$ cat src/rtl/regfile_port_arbiter_pkg.sv
// Shared types and constants for the register-file port arbiter.
//   - FSM state encoding (IDLE/ISSUE/WAIT/RESP)
//   - register-file address/data widths
//   - requester identifiers (core, debug)
//   - packed bundle of one access request's fields
package regfile_port_arbiter_pkg;

   localparam int REG_ADDR_W = 5;
   localparam int REG_DATA_W = 32;

   typedef enum logic [1:0] {
      ST_IDLE  = 2'd0,
      ST_ISSUE = 2'd1,
      ST_WAIT  = 2'd2,
      ST_RESP  = 2'd3
   } state_e;

   typedef enum logic {
      REQ_CORE = 1'b0,
      REQ_DBG  = 1'b1
   } req_id_e;

   typedef struct packed {
      logic                  we;
      logic [REG_ADDR_W-1:0] ra1;
      logic [REG_ADDR_W-1:0] ra2;
      logic [REG_ADDR_W-1:0] wa;
      logic [REG_DATA_W-1:0] wd;
   } rf_req_t;

endpackage

$ cat src/rtl/regfile_port_arbiter_rr_pick.sv
// Winner select for the register-file port, with debug anti-starvation.
// Ports:
//   clk, rst   : clock, synchronous active-high reset
//   c_req_i    : core request level
//   d_req_i    : debug request level
//   grant_i    : a grant is being taken this cycle (arbiter in IDLE with a request)
//   win_o      : requester that wins if a grant is taken this cycle
module regfile_rr_pick
   import regfile_port_arbiter_pkg::*;
#(
   parameter int STARVE_LIMIT = 8
) (
   input  logic    clk,
   input  logic    rst,
   input  logic    c_req_i,
   input  logic    d_req_i,
   input  logic    grant_i,
   output req_id_e win_o
);

   localparam int                CNT_W = $clog2(STARVE_LIMIT + 1);
   localparam logic [CNT_W-1:0]  LIMIT = CNT_W'(STARVE_LIMIT);

   logic [CNT_W-1:0] starve_q, starve_d;

   // Core is the default winner; debug takes the port when it is alone or
   // when it has watched LIMIT consecutive core grants go by.
   always_comb begin
      win_o = REQ_CORE;
      if (d_req_i && (!c_req_i || (starve_q == LIMIT))) begin
         win_o = REQ_DBG;
      end
   end

   // The count only measures starvation while debug is actually waiting,
   // so it drops to zero whenever debug stops requesting. It saturates.
   always_comb begin
      starve_d = starve_q;
      if (!d_req_i) begin
         starve_d = '0;
      end else if (grant_i) begin
         if (win_o == REQ_DBG) begin
            starve_d = '0;
         end else if (starve_q != LIMIT) begin
            starve_d = starve_q + 1'b1;
         end
      end
   end

   always_ff @(posedge clk) begin
      if (rst) begin
         starve_q <= '0;
      end else begin
         starve_q <= starve_d;
      end
   end

endmodule

$ cat src/rtl/regfile_port_arbiter.sv
// Shares the single register-file access port between the core control FSM
// (requester 0) and the debug/readout path (requester 1). Each access is one
// rf_en cycle, a wait for rf_done, and a one-cycle ack carrying the read data.
// Ports:
//   clk, rst                       : clock, synchronous active-high reset
//   c_req/c_we/c_ra1/c_ra2/c_wa/c_wd : core request and its access fields
//   d_req/d_we/d_ra1/d_ra2/d_wa/d_wd : debug request and its access fields
//   c_ack, d_ack                   : one-cycle completion pulse per requester
//   rd1, rd2                       : read data of the acked access, held until next ack
//   rf_en/rf_we/rf_ra1/rf_ra2/rf_wa/rf_wd : drive to RegisterFile
//   rf_rd1, rf_rd2, rf_done        : from RegisterFile
//   err                            : sticky access-timeout flag, cleared only by rst
module regfile_port_arbiter
   import regfile_port_arbiter_pkg::*;
#(
   parameter int STARVE_LIMIT = 8,
   parameter int TIMEOUT      = 15
) (
   input  logic                  clk,
   input  logic                  rst,
   input  logic                  c_req,
   input  logic                  c_we,
   input  logic [REG_ADDR_W-1:0] c_ra1,
   input  logic [REG_ADDR_W-1:0] c_ra2,
   input  logic [REG_ADDR_W-1:0] c_wa,
   input  logic [REG_DATA_W-1:0] c_wd,
   output logic                  c_ack,
   input  logic                  d_req,
   input  logic                  d_we,
   input  logic [REG_ADDR_W-1:0] d_ra1,
   input  logic [REG_ADDR_W-1:0] d_ra2,
   input  logic [REG_ADDR_W-1:0] d_wa,
   input  logic [REG_DATA_W-1:0] d_wd,
   output logic                  d_ack,
   output logic [REG_DATA_W-1:0] rd1,
   output logic [REG_DATA_W-1:0] rd2,
   output logic                  rf_en,
   output logic                  rf_we,
   output logic [REG_ADDR_W-1:0] rf_ra1,
   output logic [REG_ADDR_W-1:0] rf_ra2,
   output logic [REG_ADDR_W-1:0] rf_wa,
   output logic [REG_DATA_W-1:0] rf_wd,
   input  logic [REG_DATA_W-1:0] rf_rd1,
   input  logic [REG_DATA_W-1:0] rf_rd2,
   input  logic                  rf_done,
   output logic                  err
);

   // Last WAIT count before giving up: WAIT lasts TIMEOUT cycles at most.
   localparam logic [3:0] TMO_LAST = 4'(TIMEOUT - 1);

   state_e                state_q;
   req_id_e               owner_q;
   rf_req_t               fld_q;
   logic                  rf_en_q;
   logic                  c_ack_q, d_ack_q;
   logic [REG_DATA_W-1:0] rd1_q, rd2_q;
   logic                  err_q;
   logic [3:0]            tmo_q;

   rf_req_t c_fld, d_fld;
   req_id_e win;
   logic    grant;

   assign c_fld = {c_we, c_ra1, c_ra2, c_wa, c_wd};
   assign d_fld = {d_we, d_ra1, d_ra2, d_wa, d_wd};
   assign grant = (state_q == ST_IDLE) && (c_req || d_req);

   regfile_rr_pick #(
      .STARVE_LIMIT(STARVE_LIMIT)
   ) u_pick (
      .clk    (clk),
      .rst    (rst),
      .c_req_i(c_req),
      .d_req_i(d_req),
      .grant_i(grant),
      .win_o  (win)
   );

   // Acks and rf_en are single-cycle strobes: they default low every cycle
   // and are raised only on the transition into RESP / ISSUE respectively.
   always_ff @(posedge clk) begin
      if (rst) begin
         state_q <= ST_IDLE;
         owner_q <= REQ_CORE;
         fld_q   <= '0;
         rf_en_q <= 1'b0;
         c_ack_q <= 1'b0;
         d_ack_q <= 1'b0;
         rd1_q   <= '0;
         rd2_q   <= '0;
         err_q   <= 1'b0;
         tmo_q   <= '0;
      end else begin
         rf_en_q <= 1'b0;
         c_ack_q <= 1'b0;
         d_ack_q <= 1'b0;
         unique case (state_q)
            ST_IDLE: begin
               if (grant) begin
                  // Fields are frozen here so requester changes after grant
                  // cannot disturb the access in flight.
                  owner_q <= win;
                  fld_q   <= (win == REQ_DBG) ? d_fld : c_fld;
                  rf_en_q <= 1'b1;
                  state_q <= ST_ISSUE;
               end
            end
            ST_ISSUE: begin
               tmo_q   <= '0;
               state_q <= ST_WAIT;
            end
            ST_WAIT: begin
               if (rf_done) begin
                  rd1_q   <= rf_rd1;
                  rd2_q   <= rf_rd2;
                  c_ack_q <= (owner_q == REQ_CORE);
                  d_ack_q <= (owner_q == REQ_DBG);
                  state_q <= ST_RESP;
               end else if (tmo_q == TMO_LAST) begin
                  // Abandon the access but still release the owner.
                  rd1_q   <= '0;
                  rd2_q   <= '0;
                  err_q   <= 1'b1;
                  c_ack_q <= (owner_q == REQ_CORE);
                  d_ack_q <= (owner_q == REQ_DBG);
                  state_q <= ST_RESP;
               end else begin
                  tmo_q <= tmo_q + 4'd1;
               end
            end
            ST_RESP: begin
               state_q <= ST_IDLE;
            end
         endcase
      end
   end

   assign c_ack  = c_ack_q;
   assign d_ack  = d_ack_q;
   assign rd1    = rd1_q;
   assign rd2    = rd2_q;
   assign err    = err_q;
   assign rf_en  = rf_en_q;
   assign rf_we  = fld_q.we;
   assign rf_ra1 = fld_q.ra1;
   assign rf_ra2 = fld_q.ra2;
   assign rf_wa  = fld_q.wa;
   assign rf_wd  = fld_q.wd;

endmodule

$ cat config.mk
export PLATFORM = sky130hd
export DESIGN_NAME = regfile_port_arbiter
export DESIGN_NICKNAME = d
export VERILOG_FILES = /design/src/rtl/regfile_port_arbiter_pkg.sv /design/src/rtl/regfile_port_arbiter_rr_pick.sv /design/src/rtl/regfile_port_arbiter.sv
export SDC_FILE = /design/constraint.sdc
export NUM_CORES = 1
export LEC_CHECK = 0
export ABC_AREA = 1
export BUFFER_PORTS_ARGS = -buffer_cell sky130_fd_sc_hd__buf_2
export CAP_MARGIN = 10
export CORE_MARGIN = 4
export CORE_UTILIZATION = 34
export DETAILED_ROUTE_END_ITERATION = 10
export SYNTH_ARGS = -nofsm -noshare
export SYNTH_HDL_FRONTEND = slang
export SYNTH_SLANG_ARGS = --single-unit
$ cat constraint.sdc
create_clock -name clk -period 1.7 [get_ports clk]
set_input_delay 0.34 -clock clk [delete_from_list [all_inputs] [get_ports clk]]
set_output_delay 0.34 -clock clk [all_outputs]
set_load 0.01 [all_outputs]
==> results by group <==
Synthesis
  – Synth warn: 0
  – Syn Inst Count: 756
  – Syn_area_per_cell: 7.16 sq um
  – Synth Net Count: 929
  – Post-synthesis cell area: 5410 sq um
  – Sequential area share after synthesis: 47.0%
  – Synthesis-stage register bit count: 127
  – Synth unique cells: 23

Worst setup path
  – CP startpoint: state_q[0]
  – Crit path kind: flip-flop to flip-flop
  – Worst EP arrival: 1.89 ns
  – CP endpoint kind: flip-flop
  – Worst reg2reg startpoint: state_q[0]
  – Worst-path fanout max: 37
  – Nature of the critical path startpoint: flip-flop
  – Worst Path Required: 2.00 ns

Detailed routing
  – Post-route ant nets: 0
  – DR vias: 5682
  – WL/cell: 13.7 um
  – Routed wire length: 17100 um
  – First DRT Iteration DRCs: 254
  – Initial DRT Pass Iterations: 4
  – Residual DRC: 0
  – DR vias/cell: 4.55

Die
  – DIE HEIGHT: 134 um
  – Initial core utilization: 35.2%
  – IO Pins: 281
  – Die area: 18000 sq um
  – Core Area: 15400 sq um
  – Die X-Extent: 134 um
  – Number of core rows: 45

Pwr
  – Seq pwr share: 35.9%
  – Switching Share: 34.4%
  – Clock power frac: 31.4%
  – Static leakage: 3.86 nW
  – Psw: 3.76 mW
  – Pwr dens: 1420 nW/um^2
  – VDD IR max: 0.000746 V
  – Total power: 10.9 mW
  – Logic pwr share: 32.7%
  – Pint: 7.16 mW

Clocking
  – # hold bufs at CTS: 0
  – Total CTS buffers: 17
  – Clock slew at reported path FFs: 0.06 ns
  – Worst skew pair latency: 0.41 ns
  – CTS tree: yes
  – H-tree depth: 4
  – CTS Buffer Depth: 2
  – Clock Sink Count: 127
  – Clock root cell: clkbuf_16

Global routing
  – First-pass GRT wire length: 26100 um
  – Vias in the first global route: 5317
  – Total track usage: 17.8%
  – Largest net degree at the start of global routing: 75
  – GRT Residual Overflow: 0
  – Initial antenna violation count: 0

Placement
  – Port buffer count: 280
  – Placed cell areas: 7040 sq um
  – Gpl congestion: 0.811
  – Detail Placement HPWL: 12100 um
  – Pre-CTS WS: 0.121 ns

STA
  – Max-slew violations: 0
  – Slew HR: 79.5%
  – Final hold violations: 0
  – FMAX: 0.629 GHz
  – Min Clock Period, post-route: 1.59 ns
  – Worst Max-Slew Pin Slew: 0.308 ns
  – Final worst path period share: 93.5%
  – Clk_skew: 0.0120 ns
  – Setup Viol. Count Final: 0
  – TNS Setup: 0 ns
  – Setup ws final: 0.111 ns
  – RSZ-0062 raised after global routing: false

Cells and area
  – N_diodes: 0
  – Synth-to-layout area growth: 41.8%
  – Layout cell share with drive strength beyond 1: 33.1%
  – Fin area: 7670 sq um
  – Fin nets: 1199

Worst hold path
  – Hold Path Class: input pin to flip-flop
  – HP Start: c_ra1[0]

Flow run
  – Maxcap violations: 0

Run status
  – Outcome: finished, final reports clean
## cells by family (layout without fill, tap and decap cells)
family	Yosys count	count (layout)	share of synthesized area (%)
buffers and inverters	121	404	10.4
adder cells (fa/ha/maj)	8	8	1.85
flip-flops	127	127	47.0
AND/OR/NAND/NOR	324	324	24.2
AO/OA/AOI/OAI	175	175	16.5
XOR/XNOR	1	1	0.162
## synth_stat cells
| cell type | number | area share [%] |
|---|---|---|
| ha_1 | 8 | 1.8 |
| or2_2 | 2 | 0.23 |
| a21oi_1 | 120 | 11 |
| inv_1 | 47 | 3.3 |
| clkinv_1 | 19 | 1.3 |
| buf_4 | 4 | 0.55 |
| dfxtp_1 | 127 | 47 |
| o21ai_0 | 52 | 4.8 |
| nor3_1 | 2 | 0.18 |
| buf_2 | 25 | 2.3 |
| a31oi_1 | 1 | 0.12 |
| buf_6 | 8 | 1.7 |
| nor2_1 | 10 | 0.69 |
| xnor2_1 | 1 | 0.16 |
| inv_2 | 3 | 0.21 |
| clkbuf_1 | 15 | 1.0 |
| nand4_1 | 1 | 0.12 |
| a21oi_4 | 1 | 0.30 |
| nand2_1 | 248 | 17 |
| nor3b_1 | 1 | 0.14 |
| nand2_2 | 2 | 0.23 |
| o21ai_2 | 1 | 0.16 |
| nand3_1 | 58 | 5.4 |
## layout by cell type (no fill, tap or decap), types with 2 or more instances in the layout
master	count
clkinvlp_4	4
inv_1	47
clkinv_1	19
nand2_1	248
dfxtp_1	127
buf_2	280
nor3_1	2
o21ai_0	52
or2_2	2
inv_2	3
clkinv_2	5
nand3_1	58
buf_4	11
nand2_2	2
nor2_1	10
clkbuf_16	19
buf_12	9
ha_1	8
inv_6	2
a21oi_1	120
clkbuf_8	2
## routing by layer
| metal | GRT usage [%] | share of wire, % | up-vias | wire length (um) |
|---|---|---|---|---|
| li1 | - | - | 2948 | - |
| met1 | 23.1 | 45 | 2474 | 7660 |
| met2 | 28.1 | 44 | 249 | 7590 |
| met3 | 6.15 | 10 | 11 | 1700 |
| met4 | 5.26 | 0.76 | 0 | 130 |
| met5 | 0 | 0 | - | 0 |
## flip-flops by register name, summed over array words and instances (netlist names)
register / count
err: 1
rf_ra1: 5
rf_ra2: 5
state_q: 2
rf_wa: 5
rf_wd: 32
rf_we: 1
u_pick.starve_q: 4
tmo_q: 4
rd1: 32
owner_q: 1
rd2: 32
rf_en: 1
c_ack: 1
d_ack: 1
## power groups by stage
stage	combinational (mW)	clock [mW]	sequential [mW]
6_report	3.57	3.43	3.92
5_1_grt	4.01	3.65	4.01
4_1_cts	3.40	3.52	3.92
3_5_place_dp	3.40	0	3.96
3_3_place_gp	3.39	0	3.97
2_1_floorplan	1.87	0	4.24
## timing repair
action	4_1_cts	5_1_grt
resized for setup	0	1
setup endpoints to repair	0	7
setup buffers	0	2
## final cells by class
class                   instances  area, sq um
repair buffers                303         1730
inverters                      69          259
well taps                     211          264
multi-input cells             508         2320
fillers                      1573         7700
flip-flops and latches        127         2540
clock buffers                  19          453
clock inverters                13          111
## critical path, cell delays in order (launching register included)
cell,delay (ns)
dfxtp_1,0.35
inv_1,0.09
ha_1,0.25
inv_1,0.14
a21oi_4,0.04
buf_4,0.16
clkbuf_16,0.20
o21ai_0,0.19
a21oi_1,0.05
## path summary, 6_finish.rpt
check / to / cells after the start / slack, ns
min: rf_ra1[0] / 3 / 0.18
min reg2reg: rd1[28] / 2 / 0.45
max: rf_wa[3] / 8 / 0.11
max reg2reg: rf_wa[3] / 8 / 0.11
## per-stage QoR
step / hold WS (ns) / instances / util, %
6_report: 0.178 / 1250 / 49.9
5_1_grt: 0.163 / 1250 / 49.9
4_1_cts: 0.160 / 1246 / 49.5
3_5_place_dp: 0.447 / 1214 / 45.8
3_3_place_gp: 0.445 / 1214 / 45.8
2_1_floorplan: 0.417 / 756 / -
(Power assumes the default switching activity.)
